--- src/rtl/mult_result_bcd.sv ---
// Result stage for the 8x8 multiplier: captures the product on a done_flag rising
// edge and converts it to five packed BCD digits, one double-dabble step per clock.
module mult_result_bcd (
  input  logic        clk,
  input  logic        reset_a,
  input  logic        done_flag,
  input  logic [15:0] product_in,
  output logic [19:0] bcd_out,
  output logic        bcd_valid,
  output logic        busy,
  output logic [4:0]  blank_mask,
  output logic        overrun
);

  typedef enum logic {IDLE, CONVERT} state_t;

  state_t      state;
  logic        done_d;
  logic [15:0] bin_sr;
  logic [19:0] acc;
  logic [3:0]  cnt;

  logic        req;
  logic [19:0] acc_adj;
  logic [35:0] shifted;
  logic [19:0] acc_next;
  logic [15:0] bin_next;
  logic [4:0]  mask_next;
  logic        zero_run;

  assign req = done_flag & ~done_d;

  // One double-dabble step: add-3 adjust on every digit, then shift the binary
  // MSB into the accumulator.
  always_comb begin
    acc_adj = acc;
    for (int unsigned i = 0; i < 5; i++) begin
      if (acc[4*i +: 4] >= 4'd5)
        acc_adj[4*i +: 4] = acc[4*i +: 4] + 4'd3;
    end
    shifted  = {acc_adj, bin_sr} << 1;
    acc_next = shifted[35:16];
    bin_next = shifted[15:0];
  end

  // Leading-zero mask: a digit blanks only while it and every higher digit are 0.
  always_comb begin
    zero_run  = 1'b1;
    mask_next = '0;
    for (int unsigned i = 4; i >= 1; i--) begin
      zero_run     = zero_run & (acc_next[4*i +: 4] == 4'd0);
      mask_next[i] = zero_run;
    end
  end

  always_ff @(posedge clk) begin
    if (reset_a) begin
      state      <= IDLE;
      done_d     <= 1'b1;
      bin_sr     <= '0;
      acc        <= '0;
      cnt        <= '0;
      bcd_out    <= '0;
      blank_mask <= 5'b11110;
      bcd_valid  <= 1'b0;
      busy       <= 1'b0;
      overrun    <= 1'b0;
    end else begin
      done_d    <= done_flag;
      bcd_valid <= 1'b0;
      case (state)
        IDLE: begin
          if (req) begin
            bin_sr  <= product_in;
            acc     <= '0;
            cnt     <= '0;
            overrun <= 1'b0;
            busy    <= 1'b1;
            state   <= CONVERT;
          end
        end
        CONVERT: begin
          if (req)
            overrun <= 1'b1;
          acc    <= acc_next;
          bin_sr <= bin_next;
          cnt    <= cnt + 4'd1;
          if (cnt == 4'd15) begin
            bcd_out    <= acc_next;
            blank_mask <= mask_next;
            bcd_valid  <= 1'b1;
            busy       <= 1'b0;
            state      <= IDLE;
          end
        end
        default: state <= IDLE;
      endcase
    end
  end

endmodule

--- config.mk ---
export PLATFORM = sky130hd
export DESIGN_NAME = mult_result_bcd
export DESIGN_NICKNAME = d
export VERILOG_FILES = /design/src/rtl/mult_result_bcd.sv
export SDC_FILE = /design/constraint.sdc
export NUM_CORES = 1
export LEC_CHECK = 0
export ABC_CLOCK_PERIOD_IN_PS = 2450
export CAP_MARGIN = 0
export CORE_MARGIN = 5
export CORE_UTILIZATION = 40
export CTS_BUF_LIST = sky130_fd_sc_hd__clkbuf_2
export DETAILED_ROUTE_END_ITERATION = 8
export PLACE_DENSITY_LB_ADDON = 0.08
export SKIP_LAST_GASP = 1
export SLEW_MARGIN = 10
export SYNTH_ARGS = -nofsm -noshare
export SYNTH_HDL_FRONTEND = slang
export SYNTH_SLANG_ARGS = --single-unit
--- constraint.sdc ---
create_clock -name clk -period 2.45 [get_ports clk]
set_clock_uncertainty 0.15 [all_clocks]
set_input_delay 0.49 -clock clk [delete_from_list [all_inputs] [get_ports clk]]
set_output_delay 0.49 -clock clk [all_outputs]
set_load 0.005 [all_outputs]
==> flow_metrics.py <==
metrics = {
    "run_status": {
        "outcome": "finished clean",
    },
    "synth": {
        "ys_warn_count": 0,
        "syn_area_per_cell_um2": 7.80,
        "synth_cell_types": 34,
        "synthTopCellsByArea": "dfxtp_1, a21oi_1, nand2_1",
        "synth_top_area_share_pct": 43.2,
        "synth_top_area_cell": "dfxtp_1",
        "ys_seq_area_share_pct": 43.2,
        "syn_area_um2": 3200,
        "synth_seq_cells": 69,
        "syn_inst": 410,
        "syn_nets": 440,
    },
    "floorplan": {
        "core_um2": 7770,
        "initial_utilization_pct": 41.2,
        "std_cell_rows": 32,
        "dieArea_um2": 9890,
        "die_x_um": 99.4,
        "die_h_um": 99.4,
        "io_pins": 47,
    },
    "global_route": {
        "grt_max_degree": 35,
        "grt_pass1_wl_um": 11900,
        "grt_pass1_vias": 2610,
        "grt-ovfl-total": 0,
        "antenna_found_initial": 0,
        "grt_usage_pct": 14.6,
    },
    "place": {
        "dp.cells": 540,
        "dp.final_hpwl_um": 4790,
        "port_buffers": 45,
        "gp_congestion": 0.790,
    },
    "critical_path": {
        "slowest_delay_ns": 0.34,
        "r2r_slack_ns": 0.40,
        "critPathLaunch": "acc[17]$_SDFFE_PP0P_",
        "cp_max_fo": 5,
        "critPathKind": "reg2reg",
        "path_cells": "inv_1, ha_1, nand2b_1, a21oi_1, mux2i_1, nand4_1, o31ai_1",
        "end_kind": "flip-flop",
        "r2r_end": "blank_mask[1]$_SDFFE_PP1P_",
        "critPathRequiredTime_ns": 2.71,
        "rr_worst_depth": 7,
        "critPathSlowestCell": "dfxtp_1",
        "arrival_ns": 2.31,
        "crit_path_start_kind": "flip-flop",
        "r2r-start": "acc[17]$_SDFFE_PP0P_",
    },
    "route": {
        "first_pass_iters": 4,
        "drtIter0Drc": 60,
        "route.detailed.drc": 0,
        "drtAntennaViolNets": 0,
        "wl_um": 6900,
        "wire_per_inst_um": 12.4,
        "via_count": 2748,
        "viasPerCell": 4.94,
    },
    "clocking": {
        "clock_tree.buffer_depth": 2,
        "ctsResizeCount": 0,
        "cts_tree": "done",
        "post_cts_buffers": 0,
        "cts_buffers": 9,
        "clk_pin_slew_ns": 0.20,
        "cts_hold_buf": 0,
        "clkLatencyLatePin_ns": 0.48,
        "cts_root_buf": "clkbuf_2",
        "clock_sinks": 69,
        "h-tree-depth": 3,
    },
    "hold_path": {
        "holdPathEnd": "acc[1]$_SDFFE_PP0P_",
        "min_from": "reset_a",
        "hold_class": "in2reg",
        "worstHoldPathCells": 2,
    },
    "power": {
        "powerDensity_nw_per_um2": 495,
        "ir_worst_vdd_v": 0.000259,
        "power.leakage_nw": 1.42,
    },
    "timing": {
        "hold_ws_ns": 0.226,
        "report.final.slew_viol_count": 0,
        "finalCriticalPeriod_ns": 2.05,
        "hold_viol": 0,
        "tns_ns": 0,
        "finalCritPeriodShare_pct": 83.7,
        "setup_viol": 0,
        "fmax_mhz": 488,
        "rsz0062_at_grt": "false",
    },
    "run": {
        "drv_cap": 0,
    },
    "layout": {
        "layout_commonest_cell": "nand2_1",
        "fillerInstances": 804,
        "mostFrequentLayoutCells": "nand2_1, a21oi_1, dfxtp_1",
        "area_delta_synth_final_pct": 19.7,
        "finalCoreUtilization_pct": 49.3,
        "final_layout_size_suffix_gt1_share_pct": 8.15,
        "antenna_cells": 0,
        "multi_input_area_um2": 1630,
        "fin_cells": 556,
        "nNetsFinal": 479,
        "ff_latch_area_um2": 1380,
    },
}
-- report_power, final --
group	total (W)	switching (W)	internal, W
clock network	0.000622	0.000394	0.000229
logic	0.000122	0.0000657	0.0000561
registers	0.00115	0.0000136	0.00114
total	0.00190	0.000473	0.00142
-- cell families after synthesis --
| logic type | synth area share (%) |
|---|---|
| AND/OR/NAND/NOR | 22.6 |
| other | 0.117 |
| AO/OA/AOI/OAI | 16.9 |
| buffers and inverters | 5.98 |
| XOR/XNOR | 1.37 |
| adder cells (fa/ha/maj) | 4.30 |
| multiplexers | 5.55 |
| flip-flops | 43.2 |
-- synth_stat cells --
library cell   n
ha_1          11
a21o_1         1
a21oi_1       71
o21ai_2        2
buf_2         14
nand3_1        5
nand2b_1       7
or2_2          1
xnor2_1        5
nand4_1        2
nor2_1        56
or2b_1         1
nor3_1        10
and3b_1        1
buf_1          3
and2_1         1
o21ai_0        8
a211oi_1       9
inv_1         12
clkbuf_8       2
mux2_2         6
o31ai_1        1
nor2b_1        1
buf_4          1
and4_1         1
conb_1         1
nor2_2         1
mux2i_1       11
dfxtp_1       69
nor3b_1        6
nand2_1       76
clkbuf_1       8
a22oi_1        5
a41oi_1        1
-- worst max-delay path: cells and delay by family (launching register included) --
family          cells  cell delay (ns)
mux                 1             0.33
compound gates      2             0.59
buf+inv             1             0.07
simple gates        2             0.33
fa+ha+maj           1             0.18
flops               1             0.34
-- layer usage --
metal  vias up  share of wire [%]  track usage, %
met5         -                  0               0
li1       1448                  -               -
met1      1248                 50            18.6
met3         8                3.2            2.81
met2        44                 45            24.3
met4         0                1.3            6.09
-- worst max-delay path by stage --
stage / endpoint / slack [ns] / cells after the start
6_report: blank_mask[1]$_SDFFE_PP1P_ / 0.40 / 7
3_5_place_dp: bin_sr[15]$_SDFFE_PP0P_ / 0.38 / 7
3_3_place_gp: bin_sr[2]$_SDFFE_PP0P_ / 0.42 / 7
4_1_cts: bcd_out[3] / 0.37 / 1
5_1_grt: blank_mask[1]$_SDFFE_PP1P_ / 0.14 / 7
2_1_floorplan: blank_mask[1]$_SDFFE_PP1P_ / 0.65 / 7
-- flip-flops by register name (all words and copies together), names as in the netlist --
name,count
acc,20
bcd_out,20
bcd_valid,1
bin_sr,16
blank_mask,4
busy,1
cnt,4
done_d,1
overrun,1
state,1
-- through the flow --
stage	total power [W]	area (um2)	setup WS, ns
after floorplan	0.00125	3200	0.649
after global placement	0.00130	3720	0.417
after detailed placement	0.00130	3720	0.380
after CTS	0.00192	3830	0.372
after global routing	0.00199	3830	0.141
final	0.00190	3830	0.399
-- layout make-up --
cell class / count / share of cell area, %
multi-input combinational: 301 / 42.5
sequential: 69 / 36.1
timing repair buffer: 56 / 14.1
tap: 102 / 3.33
clock inverter: 6 / 1.41
clock buffer: 10 / 1.31
inverter: 12 / 1.18
Note: power is estimated with default switching activity, not from simulation.
==> patch 1, RTL diff (same settings) <==
Make the reset (`reset_a`) asynchronous in one clocked block.
--- a/src/rtl/mult_result_bcd.sv
+++ b/src/rtl/mult_result_bcd.sv
@@ -54,5 +54,5 @@
   end
 
-  always_ff @(posedge clk) begin
+  always_ff @(posedge clk or posedge reset_a) begin
     if (reset_a) begin
       state      <= IDLE;
Behaviour: differs if reset_a is asserted again (counterexample within 4 cycles, from zero or initial values and one cycle with reset_a high); with reset_a held inactive, the same outputs for 10 cycles.
==> patch 1 against the original RTL <==
Worst setup slack got worse by 0.14 ns; synthesized area rose by 3.8%; wire length fell by 2.3%; final area rose by 3.7%; die area rose by 3.4%; sequential cell count did not move.
Power is not compared: it rests on default switching activity, and its combinational part moved more than twofold at a synthesized area within 25%.
==> patch 1: results (changes against the original RTL) <==
* Critical-path top delay cell: dfrtp_1
* Top Registers: acc (20), bcd_out (20), bin_sr (16)
* Syn Inst Count at 338 (-18%)
* Dpl ws at 0.294 ns (-0.0864 ns)
* Highest Signal Layer: met4
* Inserted Diodes at 0 (unchanged)
* Post-Route M1 WL at 3260 um (-5.8%)
* Synth top cells by count: 91 x nand2_1, 64 x dfrtp_1, 35 x o21ai_0, 34 x mux2i_1
* First-pass GRT wire length at 11800 um (-0.46%)
* Mapped Nets at 368 (-16%)
* Synth cell types at 31 (-8.8%)
* CP max stage delay at 0.47 ns (+0.13 ns)
* Worst r2r src: acc[16]
* Post-DP HPWL at 4550 um (-5.1%)
* Crit path DAT at 2.43 ns (+0.12 ns)
* Met2 usage at 22.4% (-1.8 points)
* Seq group at approximately 2.0 mW
* Detailed Route WL at 6740 um (-2.3%)
* R2R setup slack at 0.26 ns (-0.14 ns)
* Placer's final routability congestion estimate at 0.801 (+1.4%)
* GRT Total Usage at 14.7% (+0.039 points)
* Compound-gate portion of the synthesized area at 10.6% (-6.4 points)
* Adder-Cell Fraction of Synth Area at 4.14% (-0.16 points)
* Root buffer cell: clkbuf_2
* Via count at 2417 (-12%)
* Fin Hold WS at 0.213 ns (-0.0134 ns)
* Largest net degree at the start of global routing at 70 (+100%)
* Worst VDD drop at around 0.44 mV
* FF-to-FF End: blank_mask[1]
* Non-filler cells, final at 491 (-12%)
* Post-CTS setup buffer count at 0 (unchanged)
* Slew margin rel. at about half
* Sw frac at 39.6%
* Post-synthesis mux area share at 11.9% (+6.4 points)
* Met2 WL at 3090 um (-1.5%)
* Worst hold path type: in2async
* Share of cells above drive strength 1 at 8.81% (+0.66 points)
* M1 GR Usage at 19.8% (+1.2 points)
* Outcome: finished, final reports clean
* Async SR Flop Fraction at 100% (+100 points)
* Layout Nets at 411 (-14%)
* CTS Buffer Depth at 2 (unchanged)
* Placed cell area at 3900 sq um (+4.6%)
* Vias in the first global route at 2471 (-5.3%)
* Ys flop type: dfrtp_1
* Share of the yosys chip area belonging to registers at 52.2% (+9.0 points)
* Met3 Routed Length at 302 um (+37%)
* Top post-synthesis cells by area: dfrtp_1 48%, nand2_1 10%, mux2i_1 10%
* Post-Synth XOR/XNOR Area at 1.85% (+0.48 points)
* Drt initial violations at 96 (+60%)
* GR Layer Usage met3 at 5.33% (+2.5 points)
* Cells after DPL at 475 (-12%)
* Clk slew on worst S/H paths at 0.19 ns
==> patch 1: changes by cell type in the layout (fill, tap and decap cells not counted), moves of 23 or more <==
cell and delta:
nor2_1 -51, o21ai_0 +27, dfrtp_1 +63, a21oi_1 -56, dfxtp_1 -68, mux2i_1 +23
==> patch 1: worst max path at each step <==
stage	start	endpoint	slack, ns
5_1_grt	acc[16]	blank_mask[1]	0.10
4_1_cts	blank_mask[1]	blank_mask[1]	0.20
3_5_place_dp	acc[16]	blank_mask[1]	0.29
3_3_place_gp	acc[16]	blank_mask[1]	0.41
6_report	acc[16]	blank_mask[1]	0.26
2_1_floorplan	reset_a	acc[0]	0.08
==> patch 1: final cells by class <==
class,instances,area (sq um)
clock buffers,11,55.1
clock inverters,5,18.8
fillers,783,4160
inverters,12,45.0
multi-input cells,238,1470
flip-flops and latches,69,1730
well taps,105,131
repair buffers,51,520
==> patch 2, RTL diff (same flow settings) <==
Made on the original files. Register the output `bcd_valid` once more, cleared by the reset; this adds one clock of latency there. The other outputs are not delayed to match.
--- a/src/rtl/mult_result_bcd.sv
+++ b/src/rtl/mult_result_bcd.sv
@@ -14,4 +14,6 @@
 
   typedef enum logic {IDLE, CONVERT} state_t;
+
+  logic bcd_valid_s0;
 
   state_t      state;
@@ -63,10 +65,10 @@
       bcd_out    <= '0;
       blank_mask <= 5'b11110;
-      bcd_valid  <= 1'b0;
+      bcd_valid_s0 <= 1'b0;
       busy       <= 1'b0;
       overrun    <= 1'b0;
     end else begin
       done_d    <= done_flag;
-      bcd_valid <= 1'b0;
+      bcd_valid_s0 <= 1'b0;
       case (state)
         IDLE: begin
@@ -89,5 +91,5 @@
             bcd_out    <= acc_next;
             blank_mask <= mask_next;
-            bcd_valid  <= 1'b1;
+            bcd_valid_s0 <= 1'b1;
             busy       <= 1'b0;
             state      <= IDLE;
@@ -99,4 +101,12 @@
   end
 
+  always_ff @(posedge clk) begin
+    if (reset_a) begin
+      bcd_valid <= '0;
+    end else begin
+      bcd_valid <= bcd_valid_s0;
+    end
+  end
+
 endmodule
 
Check against the original RTL: no difference found for any inputs over 10 cycles, from zero or initial values and one cycle with reset_a high; that may be too few to reach the edited logic, so the function may still have changed.
==> patch 2 against the original RTL <==
Sequential share of layout area shrank 0.73 points; sequential cell count grew 1; first-iteration DRC count grew 67%; total power grew 24%; hold slack lost 0.020 ns; wire length grew 0.99%; combinational power grew 6%; synthesized cell count grew 0.49%; count of clock-buffer cells in the layout is the same; final area grew 3.5%; synthesized area grew 0.82%; worst setup slack is essentially flat.
==> patch 2: results (changes against the original RTL) <==
* Outcome: finished, final reports clean
* R2R setup slack at 0.40 ns (about the same)
* Worst VDD drop at 0.283 mV (+9.1%)
* First-pass GRT wire length at 11900 um (+0.12%)
* GRT Total Usage at 14.7% (+0.019 points)
* Share of the yosys chip area belonging to registers at 43.4% (+0.27 points)
* Layout Nets at 480 (+0.21%)
* Share of cells above drive strength 1 at 8.57% (+0.42 points)
* Yosys warns at 0 (unchanged)
* Fin Hold WS at 0.206 ns (-0.0196 ns)
* Dpl ws at 0.409 ns (+0.0293 ns)
* Detailed Route WL at 6970 um (+0.99%)
* Cells after DPL at 541 (+0.19%)
* Syn Inst Count at 412 (+0.49%)
* Top Registers: acc (20), bcd_out (20), bin_sr (16)
* Drt initial violations at 100 (+67%)
* Vias per inst at 4.99 (+1.1%)
* Placer's final routability congestion estimate at 0.758 (-4.0%)
* DR WL/cell at 12.5 um (+0.80%)
* Top post-synthesis cells by area: dfxtp_1 43%, a21oi_1 11%, nand2_1 8.8%
* Clock latency on the worst-skew pair at 0.51 ns (+0.03 ns)
* Largest net degree at the start of global routing at 50 (+43%)
* Post-DP HPWL at 4750 um (-0.93%)
* Crit share post-route at 83.7% (about the same)
* Synth top cells by count: 76 x nand2_1, 71 x a21oi_1, 70 x dfxtp_1, 56 x nor2_1, 14 x buf_2
==> patch 2: final timing paths <==
path,to,cells past startpoint
max reg2reg,blank_mask[1],7
min,busy,2
min reg2reg,bcd_valid,1
max,blank_mask[1],7
==> patch 2: final cells by class <==
cell class | instances | area, sq um
Clock buffer | 10 | 50.0
Clock inverter | 6 | 158
Fill cell | 798 | 3840
Inverter | 12 | 45.0
Multi-Input combinational cell | 302 | 1640
Sequential cell | 70 | 1400
Tap cell | 102 | 128
Timing Repair Buffer | 55 | 546
==> patch 2: per-stage QoR <==
step	total power, mW	instance area, sq um
final	2.35	3960
after global routing	2.45	3960
after CTS	2.39	3960
after detailed placement	1.32	3760
after global placement	1.32	3760
after floorplan	1.26	3230
==> patch 2: cell families (layout without fill, tap and decap cells) <==
family	Yosys count	after routing	share of synthesized area, %
buffers and inverters	40	83	5.94
xor gates and xnor gates	5	5	1.36
DFF	70	70	43.4
muxes	17	17	5.51
AOI/OAI and AO/OA	98	98	16.8
other	1	1	0.116
adders and majority gates	11	11	4.27
and+or+nand+nor	170	170	22.6
==> patch 2: report_power, final <==
part	switching, mW	internal [mW]
Clock	0.413	0.648
Combinational	0.0726	0.0562
Sequential	0.00820	1.15
Total	0.494	1.86
==> patch 2: per-layer routing <==
metal	vias to the layer above	global-route usage, %	share of wire, %
met3	7	4.66	5.4
met5	-	0	0
met1	1272	18.9	50
met4	0	4.41	1.2
li1	1451	-	-
met2	52	23.5	44
==> patch 2: worst max-delay path, delay by kind of cell, from the launching register on <==
family          cells  cell delay [ns]
buf+inv             1             0.08
flops               1             0.35
mux                 1             0.33
compound gates      2             0.59
simple gates        2             0.31
fa+ha+maj           1             0.18
